===== src/rtl/contador_param.sv =====
// Parametrised counter: up 1 / down 1 / up 3 / load, wrap or saturate,
// registered terminal-count pulse and a saturating count of those pulses.
module contador_param #(
   parameter int WIDTH    = 8,
   parameter bit SATURATE = 1'b0,
   parameter int EVT_W    = 4
) (
   input  logic             clk,
   input  logic             reset,
   input  logic             en,
   input  logic [1:0]       mode,
   input  logic [WIDTH-1:0] d,
   output logic [WIDTH-1:0] q,
   output logic             rco,
   output logic [EVT_W-1:0] evt_cnt
);

   localparam logic [WIDTH:0]   ONE_EXT   = (WIDTH+1)'(1);
   localparam logic [WIDTH:0]   THREE_EXT = (WIDTH+1)'(3);
   localparam logic [WIDTH-1:0] Q_MAX     = '1;
   localparam logic [EVT_W-1:0] EVT_MAX   = '1;
   localparam logic [EVT_W-1:0] EVT_ONE   = EVT_W'(1);

   logic [WIDTH:0]   res_ext;
   logic             evt_hit;
   logic [WIDTH-1:0] q_next;

   // The extra top bit of res_ext is the carry (up) or borrow (down).
   always_comb begin
      res_ext = {1'b0, q};
      evt_hit = 1'b0;
      case (mode)
         2'b00: begin
            res_ext = {1'b0, q} + ONE_EXT;
            evt_hit = res_ext[WIDTH];
         end
         2'b01: begin
            res_ext = {1'b0, q} - ONE_EXT;
            evt_hit = res_ext[WIDTH];
         end
         2'b10: begin
            res_ext = {1'b0, q} + THREE_EXT;
            evt_hit = res_ext[WIDTH];
         end
         default: begin
            res_ext = {1'b0, d};
            evt_hit = 1'b0;
         end
      endcase

      q_next = res_ext[WIDTH-1:0];
      if (SATURATE && evt_hit) begin
         q_next = (mode == 2'b01) ? '0 : Q_MAX;
      end
   end

   always_ff @(posedge clk) begin
      if (!reset) begin
         q       <= '0;
         rco     <= 1'b0;
         evt_cnt <= '0;
      end else if (!en) begin
         rco <= 1'b0;
      end else begin
         q   <= q_next;
         rco <= evt_hit;
         if (evt_hit && (evt_cnt != EVT_MAX)) begin
            evt_cnt <= evt_cnt + EVT_ONE;
         end
      end
   end

endmodule


===== config.mk =====
export PLATFORM = sky130hd
export DESIGN_NAME = contador_param
export DESIGN_NICKNAME = d
export VERILOG_FILES = /design/src/rtl/contador_param.sv
export SDC_FILE = /design/constraint.sdc
export NUM_CORES = 1
export LEC_CHECK = 0
export BUFFER_PORTS_ARGS = -buffer_cell sky130_fd_sc_hd__buf_2
export CAP_MARGIN = 25
export CORE_MARGIN = 10
export CORE_UTILIZATION = 25
export CTS_BUF_LIST = sky130_fd_sc_hd__clkbuf_16
export CTS_CLUSTER_DIAMETER = 150
export DETAILED_ROUTE_END_ITERATION = 7
export RECOVER_POWER = 100
export SETUP_SLACK_MARGIN = 0.1
export SLEW_MARGIN = 20
export SYNTH_ARGS = -nofsm -noshare
export SYNTH_HDL_FRONTEND = slang
export SYNTH_SLANG_ARGS = --single-unit

===== constraint.sdc =====
create_clock -name clk -period 5 [get_ports clk]
set_clock_uncertainty 0.1 [all_clocks]
set_input_delay 0.25 -clock clk [delete_from_list [all_inputs] [get_ports clk]]
set_output_delay 0.25 -clock clk [all_outputs]
set_load 0.03 [all_outputs]

# Yosys cells after proc, flatten, opt, wreduce, memory -nomap -nowiden
# Cells that the tools add are included.
# op_classes
addsub	4
eq_ne	3
n_mux	2
reduce_logical	4
# op_table
op	n
8-bit case mux with 3 select lines	1
8-bit by 1-bit adder with 9-bit output (second input constant)	1
8-bit by 2-bit adder with 9-bit output (second input constant)	1
8-bit by 1-bit subtractor with 9-bit output (second input constant)	1
4-bit by 1-bit adder with 4-bit output (second input constant)	1
4-bit inequality test (second input constant)	1
2-bit AND reduction	2
1-bit case mux with 3 select lines	1
2-bit by 1-bit == test with 1-bit output (second input constant)	1
2-bit == test (second input constant)	1
2-bit logical NOT	1
1-bit logical AND	1
# word_totals
register_bits	13
input_bits	13
output_inout_bits	13
wordCells	16

# Depth between registers and ports, before layout
# Gate-level depths: netlist (run 1).
# logic_depth
ltp_word	4
mapped_depth	7
mapped_depth_nobuf	6

# Least setup slack after synthesis (run 1)
# Ideal clock, no wire load.
# synth_path
path_kind	reg2reg
startpoint	reg q[0]
endpoint	reg evt_cnt[3]
setup_ns	0.072
t_arrival_ns	1.966
required_ns	4.828
slack_ns	2.863
path_stages_with_launch	8
path_buffers	1
synth_period_minus_slack_ns	2.137
cell_sequence	dfxtp_1 > buf_2 > inv_1 > ha_1 > nor3b_1 > nand4_1 > a211oi_1 > mux2i_1
# synth_via
elab_chain_cells	4
elab_cells_between_ends	6
cone_classes	add/sub (3); mux (1); reduce/logical (2)
# synth_rtl
element	line_no	source
from (decl)	13	output logic [WIDTH-1:0] q,
from (signal assigned)	65	q <= q_next;
8-bit by 2-bit adder with 9-bit output, or another cell as far along	42	res_ext = {1'b0, q} + THREE_EXT;
1-bit case mux with 3 select lines (*)	32	case (mode)
1-bit logical AND (*)	67	if (evt_hit && (evt_cnt != EVT_MAX)) begin
2-bit AND reduction (no line) (*)	-	
to (signal assigned)	68	evt_cnt <= evt_cnt + EVT_ONE;
to (decl)	15	output logic [EVT_W-1:0] evt_cnt
# Mark *: on every way between the ends. The rest lies on a longest branch, timed or not.
# A chain may end at the register's enable or synchronous reset.

# Worst setup path in the final report (run 1)
# layout_path
startpoint	reg q[0]
endpoint	reg evt_cnt[0]
# Same word-level chain as after synthesis.

==> results of run 1 <==
## cell usage in the layout, fill, tap and decap left out, types with 3 or more instances in the layout
cell       Yosys  final
o21ai_0        5      5
nand4_1        3      3
clkbuf_16      0      3
ha_1           3      3
nor2b_1        3      3
clkbuf_1       8     14
mux2i_1        4      4
o31ai_1        3      3
a21oi_1        6      6
dfxtp_1       13     13
inv_1          4      5
nand2_1       17     17
nand2b_1       3      3
buf_2          3     11
nand3_1        9      9
and3_1         4      4
nor2_1        10     10
a211oi_1       3      3
## worst min path at each step
stage,end,slack (ps),cells after the start
final,q[5]$_SDFFE_PN0P_,180,3
after global routing,q[5]$_SDFFE_PN0P_,190,3
after CTS,q[5]$_SDFFE_PN0P_,180,3
after detailed placement,evt_cnt[3]$_SDFFE_PN0P_,380,2
after global placement,evt_cnt[3]$_SDFFE_PN0P_,380,2
after floorplan,evt_cnt[3]$_SDFFE_PN0P_,310,2
## state kept, by name, summed over array words and instances, names as in the netlist
signal,count
q,8
evt_cnt,4
rco,1
## per-layer routing
metal | track usage [%] | vias up
li1 | - | 596
met1 | 11.0 | 522
met2 | 13.2 | 27
met3 | 2.72 | 2
met4 | 3.24 | 0
met5 | 0 | -
## per-stage QoR
step / area (um^2) / hold slack, ps / power [mW] / instances
final: 1290 / 177 / 0.370 / 216
after detailed placement: 1230 / 380 / 0.218 / 212
after CTS: 1310 / 178 / 0.375 / 216
after global routing: 1290 / 194 / 0.391 / 216
after global placement: 1230 / 379 / 0.218 / 212
after floorplan: 1110 / 306 / 0.196 / 149
## power breakdown
group | switching [mW] | total, mW | internal [mW] | leakage, nW
Clock | 0.0493 | 0.155 | 0.106 | 0.0423
Sequential | 0.0170 | 0.127 | 0.110 | 0.106
Combinational | 0.0539 | 0.0875 | 0.0336 | 0.336
## worst reg2reg max path, stage by stage (launching register included)
cell	delay (ps)
dfxtp_1	430
inv_1	150
ha_1	230
nor3b_1	440
nand4_1	260
a21oi_1	370
mux2i_1	230
## area by class of cell
cell class	instances	share of cell area, %
Timing Repair Buffer	25	8.31
Clock inverter	1	0.290
Clock buffer	3	5.80
Tap cell	52	5.02
Sequential cell	13	20.1
Inverter	4	1.16
Multi-Input combinational cell	118	59.3
## kinds of logic (layout without fill, tap and decap cells)
kind of cell | after synthesis | in the layout | synth area share [%]
AO/OA/AOI/OAI | 41 | 41 | 26.8
XOR/XNOR | 2 | 2 | 1.58
adder cells (fa/ha/maj) | 4 | 4 | 4.29
buffers and inverters | 18 | 33 | 7.12
flip-flops | 13 | 13 | 23.5
multiplexers | 4 | 4 | 3.62
AND/OR/NAND/NOR | 67 | 67 | 33.1
==> results.ini, run 1 <==
[outcome]
run_status = finished clean

[route]
highest_layer = met4
vias = 1147
dr.first_iter.drc_count = 104
routed_via_density = 5.31
post_drt_wl_per_cell_um = 14.7
wl_met2_um = 1450
drcViolationCount = 0
totalWireLength_um = 3180
wl_met1_um = 1510
route.met3.wl_um = 201
dr.pass1.iters = 4
final_antenna_net_count = 0

[worst_setup_path]
worstPathArrival_ps = 2360
worstReg2RegStart = q[0]$_SDFFE_PN0P_
cp_max_fo = 13
path_buf_inv = 1
cpMaxStageDelayCell = nor3b_1
cp-startpoint = q[0]$_SDFFE_PN0P_
regToRegEndpoint = evt_cnt[0]$_SDFFE_PN0P_
worstPathRequired_ps = 5070
cp_top_family = simple AND/OR/NAND/NOR gates
critical_path_cell_count = 6
path_class = reg -> reg
crit_path_end = evt_cnt[0]$_SDFFE_PN0P_
start_kind = flip-flop
rrSetupSlack_ps = 2720
crit_path_max_incr_delay_ps = 440
crit_chain = inv_1, ha_1, nor3b_1, nand4_1, a21oi_1, mux2i_1
cp-end-kind = flip-flop
reg2reg_depth = 6

[die]
die_x_um = 86.6
start_util_pct = 25.6
core_um2 = 4320
num_rows = 24
die-area_um2 = 7490
die_h_um = 86.6
ios = 26

[clocking]
post_cts_resized = 0
numCtsBuffers = 3
cts_buffer_depth = 2
cts.htree.levels = 1
clock-sinks = 13
root_buffer = clkbuf_16
cts_hold_buf = 0
cts_tree = yes
post_cts_buffers = 0
cts.clk_slew.worst_paths_ps = 50
insertion_delay_ps = 250

[timing]
final-max-slew-violation-count = 0
fin_tns_setup_ps = 0
setup_ws_ps = 2720
fin_crit_sh_pct = 45.6
setup_violations = 0
hold_violations = 0
worst_pin_slew_ps = 808
rsz0062_at_grt = false
fmax_mhz = 438
slew_headroom_pct = 46.1
period_minus_slack_ps = 2280

[final_layout]
drive_gt1_share_pct = 10.4
multiInputGateArea_um2 = 768
regArea_um2 = 260
syn2layout_area_growth_pct = 16.9
nFillCells = 501
fin_util_pct = 29.9
n_antenna_cell = 0
num-nets-final = 181

[logic_synthesis]
avgSynthCellArea_um2 = 7.43
synth_top_flop_cell = dfxtp_1
synth_cell_types = 52
synthTopCellsByArea = dfxtp_1, nand2_1, nand3_1, mux2i_1, ha_1
postSynth.asyncResetShare_pct = 0
synthCells = 149
ys_ff_latch = 13
yosys.area.top_type = dfxtp_1
synth_edf_count = 0
synth.most_common_cell = nand2_1
ys.warnings.count = 0
yosys-top-cells-count = nand2_1, dfxtp_1, nor2_1
syn_area_um2 = 1110
seq_area_frac_synth_pct = 23.5
synth_top_area_share_pct = 23.5
syn_nets = 165

[placement]
port_buffers = 25
gp_congestion = 0.790
pre_cts_slack_ps = 2810
dp.final_hpwl_um = 2290

[power_and_ir_drop]
p_per_area_nw_per_um2 = 286
irDropWorstVdd_v = 0.000107
leakage_nw = 0.484

[global_routing]
grt_pass1_wl_um = 5370
grt_pass1_vias = 1080
grt_max_degree = 22
track_usage_pct = 8.64
antenna_found_initial = 0
overflow = 0

[hold_path]
hp-start = d[5]
hold_path_class = in -> reg

[run]
timing.max_cap.violations = 0

No activity file was read; power rests on OpenSTA's default activity.
==> run 2, diff against run 1 <==
==> constraint.sdc (replaced) <==
create_clock -name clk -period 1.89 [get_ports clk]
set_clock_uncertainty 0.1 [all_clocks]
set_input_delay 0.0945 -clock clk [delete_from_list [all_inputs] [get_ports clk]]
set_output_delay 0.0945 -clock clk [all_outputs]
set_load 0.03 [all_outputs]
==> results.ini, run 2 (synthesized netlist as in run 1, its figures left out) <==
[worst_setup_path]
cp-end-kind = flip-flop
worstPathRequired_ps = 1920  ; -3150 ps
worstPathArrival_ps = 1760  ; -600 ps
path_class = reg -> reg
worstReg2RegStart = q[0]$_SDFFE_PN0P_
start_kind = flip-flop
cp_max_fo = 8  ; -5
rrSetupSlack_ps = 160  ; -2560 ps
reg2reg_depth = 4  ; -2
regToRegEndpoint = q[7]$_SDFFE_PN0P_
cp-startpoint = q[0]$_SDFFE_PN0P_

[power_and_ir_drop]
p_per_area_nw_per_um2 = 720  ; +150%
fin_total_pwr_mw = 1.05  ; +180%
leakage_nw = 0.573  ; +18%
irDropWorstVdd_v = 0.000238  ; +120%

[clocking]
cts_hold_buf = 0  ; unchanged
root_buffer = clkbuf_16
insertion_delay_ps = 250  ; about the same
cts.clk_slew.worst_paths_ps = 50  ; about the same
clock-sinks = 13  ; unchanged
cts_tree = yes
numCtsBuffers = 3  ; unchanged
cts_buffer_depth = 2  ; unchanged
cts.htree.levels = 1  ; unchanged

[timing]
fmax_mhz = 578  ; +32%
fin_crit_sh_pct = 91.5  ; +46 points
slew_headroom_pct = 43.9  ; -2.2 points
setup_violations = 0  ; unchanged
holdWs_ps = 26.6  ; -151 ps
worst_pin_slew_ps = 841  ; +32.3 ps
fin_tns_setup_ps = 0  ; unchanged
final-max-slew-violation-count = 0  ; unchanged
period_minus_slack_ps = 1730  ; -552 ps
hold_violations = 0  ; unchanged
rsz0062_at_grt = true

[die]
core_um2 = 4320  ; unchanged
ios = 26  ; unchanged
num_rows = 24  ; unchanged
die_h_um = 86.6  ; unchanged
die_x_um = 86.6  ; unchanged
start_util_pct = 25.6  ; unchanged
die-area_um2 = 7490  ; unchanged

[route]
final_antenna_net_count = 0  ; unchanged
dr.first_iter.drc_count = 139  ; +34%
post_drt_wl_per_cell_um = 15.0  ; +1.9%
totalWireLength_um = 3480  ; +9.5%
drcViolationCount = 0  ; unchanged
dr.pass1.iters = 4  ; unchanged
vias = 1216  ; +6.0%
routed_via_density = 5.24  ; -1.3%

[final_layout]
n_antenna_cell = 0  ; unchanged
num-nets-final = 197  ; +8.8%
multiInputGateArea_um2 = 802  ; +4.4%
nFillCells = 497  ; -0.80%
syn2layout_area_growth_pct = 31.6
drive_gt1_share_pct = 23.3  ; +13 points
largest_register_ff_count = 8  ; unchanged
final_cell_mix = nand2_1, buf_2, clkbuf_1, buf_4, dfxtp_1
reg_top3 = q: 8 flops, evt_cnt: 4 flops, rco: 1 flops
final_common_cell = nand2_1
final_area_um2 = 1460  ; +13%
regArea_um2 = 268  ; +2.9%
top_register = q

[global_routing]
overflow = 0  ; unchanged
grt_pass1_wl_um = 5530  ; +2.9%
antenna_found_initial = 0  ; unchanged
track_usage_pct = 9.06  ; +0.42 points
grt_max_degree = 22  ; unchanged
grt_pass1_vias = 1152  ; +6.7%

[hold_path]
hold_path_class = in -> reg
whs_path_depth = 3  ; unchanged
hp-start = d[5]
whs_endpoint = q[5]$_SDFFE_PN0P_

[placement]
dp.final_hpwl_um = 2500  ; +9.4%
placed_cell_area_um2 = 1330  ; +7.8%
port_buffers = 25  ; unchanged
gp_congestion = 0.794  ; +0.51%

[outcome]
run_status = finished clean

[run]
timing.max_cap.violations = 0  ; unchanged

## run 2: changes by cell type in the layout (fill, tap and decap cells not counted), moves of 2 or more
cell	change
dfxtp_4	+2
inv_4	+2
buf_4	+13
inv_1	-2
buf_2	+2
dfxtp_1	-2
## run 2: final cells by class
cell class                 count  share of cell area, %
clock inverter                 1                  0.258
clock buffer                   3                   5.15
sequential                    13                   18.4
multi-input combinational    118                   55.0
tap                           52                   4.46
inverter                       4                   1.37
timing repair buffer          41                   15.4
## run 2: metal layers
layer	routed length [um]	vias to the layer above	track usage, %
li1	-	626	-
met1	1700	558	11.1
met2	1590	27	14.2
met3	128	5	2.44
met4	62	0	4.57
met5	0	-	0
## run 2: power breakdown
group,switching [mW],leakage (nW),total (mW),internal [mW]
combinational,0.176,0.424,0.307,0.132
sequential,0.0317,0.107,0.324,0.292
clock,0.137,0.0423,0.418,0.281
## run 2: worst max path at each step
stage / to / slack, ps / depth (start not counted)
2_1_floorplan: q[7]$_SDFFE_PN0P_ / 100 / 5
3_3_place_gp: evt_cnt[0]$_SDFFE_PN0P_ / 170 / 6
3_5_place_dp: evt_cnt[1]$_SDFFE_PN0P_ / 110 / 6
4_1_cts: evt_cnt[3]$_SDFFE_PN0P_ / 90 / 6
5_1_grt: evt_cnt[3]$_SDFFE_PN0P_ / 40 / 6
6_report: q[7]$_SDFFE_PN0P_ / 160 / 4
## run 2: worst max-delay path: stages, from the launching register on
cell	delay [ps]
dfxtp_4	370
or4_1	560
o311a_1	320
o31ai_2	170
o41ai_1	90
## run 2: repair_timing
action	4_1_cts	5_1_grt
resized for setup	1	3
gates cloned	0	0
endpoints found under the setup margin	2	6
pin swaps	0	4
buffers inserted	0	8
## run 2: stage by stage
| stage | worst slack (ps) | cells | util, % |
|---|---|---|---|
| 6_report | 160 | 232 | 33.7 |
| 5_1_grt | 43.2 | 232 | 33.7 |
| 4_1_cts | 87.3 | 224 | 32.7 |
| 3_5_place_dp | 114 | 220 | 30.8 |
| 3_3_place_gp | 167 | 220 | 30.8 |
| 2_1_floorplan | 101 | 149 | - |
